<file path="config.mk">
export PLATFORM = sky130hd
export DESIGN_NAME = bist_runner
export DESIGN_NICKNAME = d
export VERILOG_FILES = /design/src/rtl/bist_runner.sv
export SDC_FILE = /design/constraint.sdc
export NUM_CORES = 1
export LEC_CHECK = 0
export ABC_CLOCK_PERIOD_IN_PS = 2600
export BUFFER_PORTS_ARGS = -buffer_cell sky130_fd_sc_hd__buf_4
export CORE_MARGIN = 1.5
export CORE_UTILIZATION = 53
export DETAILED_ROUTE_END_ITERATION = 12
export PLACE_DENSITY = 0.78
export SYNTH_ARGS = -nofsm -noshare
export SYNTH_HDL_FRONTEND = slang
export SYNTH_SLANG_ARGS = --single-unit
</file>
<file path="constraint.sdc">
create_clock -name TCK -period 2.6 [get_ports TCK]
set_clock_uncertainty 0.1 [all_clocks]
set_input_delay 0.39 -clock TCK [delete_from_list [all_inputs] [get_ports TCK]]
set_output_delay 0.39 -clock TCK [all_outputs]
set_load 0.02 [all_outputs]
</file>
<file path="src/rtl/bist_runner.sv">
// bist_runner: reader/executor side of the TAP BIST vector memory.
// Steps through the loaded config/check pairs on RUNBIST, drives each config
// nibble to the DUT, waits a settle window, compares the response and publishes
// {done, error, first_fail, fail_cnt} on BIST_DATA.
// Optional: define BIST_SIGNATURE_EN to add the BIST_SIG 8-bit response MISR.
module bist_runner #(
  parameter int DEPTH  = 6,
  parameter int SETTLE = 2,
  localparam int ADDR_W = (DEPTH > 1) ? $clog2(DEPTH) : 1
) (
  input  logic              TCK,
  input  logic              TRST_N,
  input  logic              TLR,
  input  logic              RUNBIST_SELECT,
  input  logic              RTI,
  input  logic [3:0]        VEC_COUNT,
  output logic [ADDR_W-1:0] VEC_ADDR,
  input  logic [3:0]        VEC_CONFIG,
  input  logic [3:0]        VEC_CHECK,
  output logic [3:0]        BIST_OUT,
  input  logic [3:0]        BIST_IN,
  output logic              RESET_SM,
`ifdef BIST_SIGNATURE_EN
  output logic [7:0]        BIST_SIG,
`endif
  output logic [7:0]        BIST_DATA
);

  localparam int CNT_W = $clog2(SETTLE + 1);

  typedef enum logic [2:0] {
    IDLE, START, FETCH, SETTLE_W, CHECK, DONE
  } state_t;

  state_t              state_q, state_d;
  logic [ADDR_W-1:0]   idx_q, idx_d;
  logic [3:0]          n_q, n_d;
  logic [CNT_W-1:0]    cnt_q, cnt_d;
  logic [3:0]          exp_q, exp_d;
  logic [3:0]          bist_out_q, bist_out_d;
  logic                done_q, done_d;
  logic                err_q, err_d;
  logic [2:0]          ff_q, ff_d;
  logic [2:0]          fcnt_q, fcnt_d;
  logic [3:0]          n_clip;
  logic                running;

`ifdef BIST_SIGNATURE_EN
  logic [7:0]          sig_q, sig_d;

  // One MISR shift: x^8+x^4+x^3+x^2+1 feedback, response folded into the low nibble.
  function automatic logic [7:0] misr_step(input logic [7:0] s, input logic [3:0] d);
    return {s[6:0], 1'b0} ^ (s[7] ? 8'h1D : 8'h00) ^ {4'h0, d};
  endfunction

  assign BIST_SIG = sig_q;
`endif

  assign n_clip    = (VEC_COUNT > 4'(DEPTH)) ? 4'(DEPTH) : VEC_COUNT;
  assign running   = (state_q == START) || (state_q == FETCH) ||
                     (state_q == SETTLE_W) || (state_q == CHECK);
  assign VEC_ADDR  = idx_q;
  assign BIST_OUT  = bist_out_q;
  assign RESET_SM  = (state_q == START);
  assign BIST_DATA = {done_q, err_q, ff_q, fcnt_q};

  // Next-state and datapath update; abort on RUNBIST_SELECT loss overrides the step.
  always_comb begin
    state_d    = state_q;
    idx_d      = idx_q;
    n_d        = n_q;
    cnt_d      = cnt_q;
    exp_d      = exp_q;
    bist_out_d = bist_out_q;
    done_d     = done_q;
    err_d      = err_q;
    ff_d       = ff_q;
    fcnt_d     = fcnt_q;
`ifdef BIST_SIGNATURE_EN
    sig_d      = sig_q;
`endif
    case (state_q)
      IDLE: begin
        if (RUNBIST_SELECT && RTI) begin
          // Results are cleared on entry so BIST_DATA already reads 0 in START.
          state_d = START;
          idx_d   = '0;
          done_d  = 1'b0;
          err_d   = 1'b0;
          ff_d    = 3'd0;
          fcnt_d  = 3'd0;
`ifdef BIST_SIGNATURE_EN
          sig_d   = 8'h00;
`endif
        end
      end
      START: begin
        n_d = n_clip;
        if (n_clip == 4'd0) begin
          state_d = DONE;
          done_d  = 1'b1;
        end else begin
          state_d = FETCH;
        end
      end
      FETCH: begin
        bist_out_d = VEC_CONFIG;
        exp_d      = VEC_CHECK;
        cnt_d      = CNT_W'(SETTLE - 1);
        state_d    = SETTLE_W;
      end
      SETTLE_W: begin
        if (cnt_q == '0) state_d = CHECK;
        else             cnt_d   = cnt_q - CNT_W'(1);
      end
      CHECK: begin
        if (BIST_IN != exp_q) begin
          err_d = 1'b1;
          if (fcnt_q != 3'd7) fcnt_d = fcnt_q + 3'd1;
          if (!err_q)         ff_d   = 3'(idx_q);
        end
`ifdef BIST_SIGNATURE_EN
        sig_d = misr_step(sig_q, BIST_IN);
`endif
        if (4'(idx_q) == n_q - 4'd1) begin
          state_d = DONE;
          done_d  = 1'b1;
        end else begin
          idx_d   = idx_q + ADDR_W'(1);
          state_d = FETCH;
        end
      end
      DONE: begin
        if (!RUNBIST_SELECT) begin
          state_d    = IDLE;
          bist_out_d = 4'h0;
          idx_d      = '0;
        end
      end
      default: state_d = IDLE;
    endcase

    if (running && !RUNBIST_SELECT) begin
      state_d    = IDLE;
      bist_out_d = 4'h0;
      idx_d      = '0;
      done_d     = 1'b0;
      err_d      = 1'b0;
      ff_d       = 3'd0;
      fcnt_d     = 3'd0;
`ifdef BIST_SIGNATURE_EN
      sig_d      = 8'h00;
`endif
    end
  end

  // State and result registers; TRST_N and TLR clear identically.
  always_ff @(posedge TCK or negedge TRST_N) begin
    if (!TRST_N) begin
      state_q    <= IDLE;
      idx_q      <= '0;
      n_q        <= 4'd0;
      cnt_q      <= '0;
      exp_q      <= 4'h0;
      bist_out_q <= 4'h0;
      done_q     <= 1'b0;
      err_q      <= 1'b0;
      ff_q       <= 3'd0;
      fcnt_q     <= 3'd0;
`ifdef BIST_SIGNATURE_EN
      sig_q      <= 8'h00;
`endif
    end else if (TLR) begin
      state_q    <= IDLE;
      idx_q      <= '0;
      n_q        <= 4'd0;
      cnt_q      <= '0;
      exp_q      <= 4'h0;
      bist_out_q <= 4'h0;
      done_q     <= 1'b0;
      err_q      <= 1'b0;
      ff_q       <= 3'd0;
      fcnt_q     <= 3'd0;
`ifdef BIST_SIGNATURE_EN
      sig_q      <= 8'h00;
`endif
    end else begin
      state_q    <= state_d;
      idx_q      <= idx_d;
      n_q        <= n_d;
      cnt_q      <= cnt_d;
      exp_q      <= exp_d;
      bist_out_q <= bist_out_d;
      done_q     <= done_d;
      err_q      <= err_d;
      ff_q       <= ff_d;
      fcnt_q     <= fcnt_d;
`ifdef BIST_SIGNATURE_EN
      sig_q      <= sig_d;
`endif
    end
  end

endmodule

</file>
==> results_dict.tcl <==
set metrics [dict create \
    netlist_instances 181 \
    synth_compound_area_share_pct 20.3 \
    clock.fmax_ghz 0.418 \
    fin_nets 239 \
    cp-start-kind "flip-flop" \
    first_global_vias 1376 \
    hp-class "input pin to flip-flop" \
    power.total_uw 1310 \
    viasPerCell 6.05 \
    worstPathArrival_ps 1900 \
    muxShareOfSynthArea_pct 4.32 \
    antenna_found_initial 0 \
    cap_violations 0 \
    root_buffer "clkbuf_4" \
    final_cell_mix "buf_4, dfrtp_1, nand2_1" \
    routabilityCongestion 0.789 \
    vdd_ir_drop_max_mv 0.339 \
    tns_ps 0 \
    numClockSinks 28 \
    place_ws_ps 550 \
    maxSlewHeadroom_pct 63.2 \
    met2_usage_pct 38.9 \
    drtAntennaViolNets 0 \
    drt_pass1_iterations 4 \
    die_h_um 58.8 \
    cp_top_family "flip-flops" \
    grt_pass1_wl_um 5930 \
    die-area_um2 3460 \
    finalHoldViolCount 0 \
    area_growth_pct 18.7 \
    path_cells "nand2b_1 -> or2_1 -> inv_1 -> buf_4" \
    drt_iter0_drc 68 \
    worst_slew_pin_slew_ps 547 \
    drt_wl_total_um 3600 \
    overflow 0 \
    synth_edf_count 0 \
    p_leak_uw 0.000954 \
    ys_seq_area_share_pct 42.5 \
    grt-busiest-layer "met2" \
    synth_xor_area_share_pct 3.71 \
    wire_per_inst_um 14.7 \
    avgSynthCellArea_um2 9.12 \
    clockBufferDepth 2 \
    tritoncts "done" \
    cp_max_fo 17 \
    synth_area_um2 1650 \
    drive_gt1_share_pct 21.7 \
    start_util_pct 55.0 \
    crit_required_ps 2110 \
    vias 1483 \
    drv_slew 0 \
    ys_types 44 \
    insertion_delay_ps 330 \
    path_clk_slew_ps 150 \
    num-fill-cells 258 \
    ys.flop_type "dfrtp_1" \
    numCtsBuffers 3 \
    synthDominantCellAreaShare_pct 42.5 \
    cts_setup_buffers 0 \
    outcome "finished, final reports clean" \
    synth_fp_nets 207 \
    cp_num_buf_inv 2 \
    setup_violations 0 \
    min_period_ps 2390 \
    layout_commonest_cell "buf_4" \
    synthArstFlopShare_pct 100 \
    track_usage_pct 21.9 \
    powerDensity_nw_per_um2 671 \
    synth_fa_ha_area_share_pct 3.79 \
    crit_slowest_cell "dfrtp_1" \
    grtUsageMet3_pct 2.42 \
    crit_path_end_kind "output port" \
    row_count 20 \
    rsz0062_at_grt "no" \
    synth-simple-area-share_pct 19.6 \
    grt_max_degree 29 \
    crit_type "flip-flop to output port" \
    finalCritPeriodShare_pct 92.1 \
    setup_ws_ps 205 \
    synth_top_family_by_area "compound AO/OA/AOI/OAI gates" \
    ioPinCount 37 \
    core_area_um2 3000 \
    synth_warnings 0 \
    portBuffers 36 \
    slowest_delay_ps 680 \
    synth_seq_cells 28 \
    hpwl_um 2730 \
    die_width_um 58.8 \
    htree_num_levels 1 \
    drc 0 \
    yosys.area.top_type "dfrtp_1" \
    met1_usage_pct 27.3 \
    antenna_cells 0 \
    synth.top_cells.by_area "dfrtp_1, nand2_1, o21ai_0" \
]
==> power by group <==
part | switching, µW | internal (µW)
registers | 86.4 | 489
clock network | 127 | 85.8
logic | 310 | 216
total | 524 | 791
==> flip-flops by register name (all words and copies together), names as in the netlist, 2 cells and up <==
name      count
BIST_OUT      4
fcnt_q        3
ff_q          3
exp_q         4
n_q           4
VEC_ADDR      3
cnt_q         2
state_q       3
==> layer usage <==
layer	up-vias	share of wire, %
met5	-	0
met4	0	1.0
met3	8	4.9
met2	60	52
met1	706	42
li1	709	-
==> worst paths after layout <==
kind	cells past startpoint	end	slack, ps	start
worst min register to register	1	BIST_OUT[0]	440	BIST_OUT[0]
min in group asynchronous	2	ff_q[2]	390	TRST_N
max in group asynchronous	2	exp_q[2]	1740	TRST_N
worst min-delay path	2	BIST_OUT[3]	170	VEC_CONFIG[3]
worst max register to register	6	fcnt_q[1]	530	state_q[0]
worst max-delay path	4	RESET_SM	210	state_q[0]
==> area by class of cell <==
| class | instances | area [µm²] | area share (%) |
|---|---|---|---|
| tap | 33 | 41.3 | 2.11 |
| clock buffer | 4 | 36.3 | 1.85 |
| sequential | 28 | 701 | 35.8 |
| multi-input combinational | 132 | 855 | 43.6 |
| timing repair buffer | 38 | 288 | 14.7 |
| inverter | 10 | 37.5 | 1.92 |
==> synth_stat cells, types with 2 or more instances <==
master / number
dfrtp_1: 28
nand2_1: 23
o21ai_0: 13
a21oi_1: 12
nor2_1: 12
inv_1: 10
buf_2: 7
xor2_1: 7
mux2i_1: 6
ha_1: 5
nor3_1: 5
a22o_1: 4
nand2b_1: 4
nand3_1: 3
o31ai_1: 3
a211o_1: 2
a221oi_1: 2
a22oi_1: 2
a31oi_1: 2
buf_4: 2
clkbuf_1: 2
nor2b_1: 2
nor4_1: 2
o211ai_1: 2
or3_1: 2
==> stage by stage <==
| step | hold slack [ps] | std cells | instance area (µm²) | util, % |
|---|---|---|---|---|
| after floorplan | -5.59 | 181 | 1650 | - |
| after global placement | 220 | 240 | 1910 | 63.7 |
| after detailed placement | 232 | 240 | 1910 | 63.7 |
| after CTS | 167 | 245 | 1960 | 65.2 |
| after global routing | 175 | 245 | 1960 | 65.2 |
| final | 167 | 245 | 1960 | 65.2 |
==> what timing repair did <==
action,in CTS,in global routing
hold buffers,1,0
gates resized for setup,0,0
endpoints found under the hold margin,28,0
==> worst register-to-register path, stage by stage, from the launching register on <==
cell and delay [ps]:
dfrtp_1 680, nor2_1 180, nor4b_2 190, buf_4 170, a21o_1 180, nor2_1 270
mux2i_1 230
==> kinds of logic (layout without fill, tap and decap cells) <==
| family | after synthesis | count (layout) |
|---|---|---|
| AND/OR/NAND/NOR | 63 | 63 |
| AO/OA/AOI/OAI | 50 | 50 |
| flip-flops | 28 | 28 |
| buffers and inverters | 21 | 52 |
| XOR/XNOR | 7 | 7 |
| multiplexers | 7 | 7 |
| adder cells (fa/ha/maj) | 5 | 5 |
Note: power is estimated with default switching activity, not from simulation.
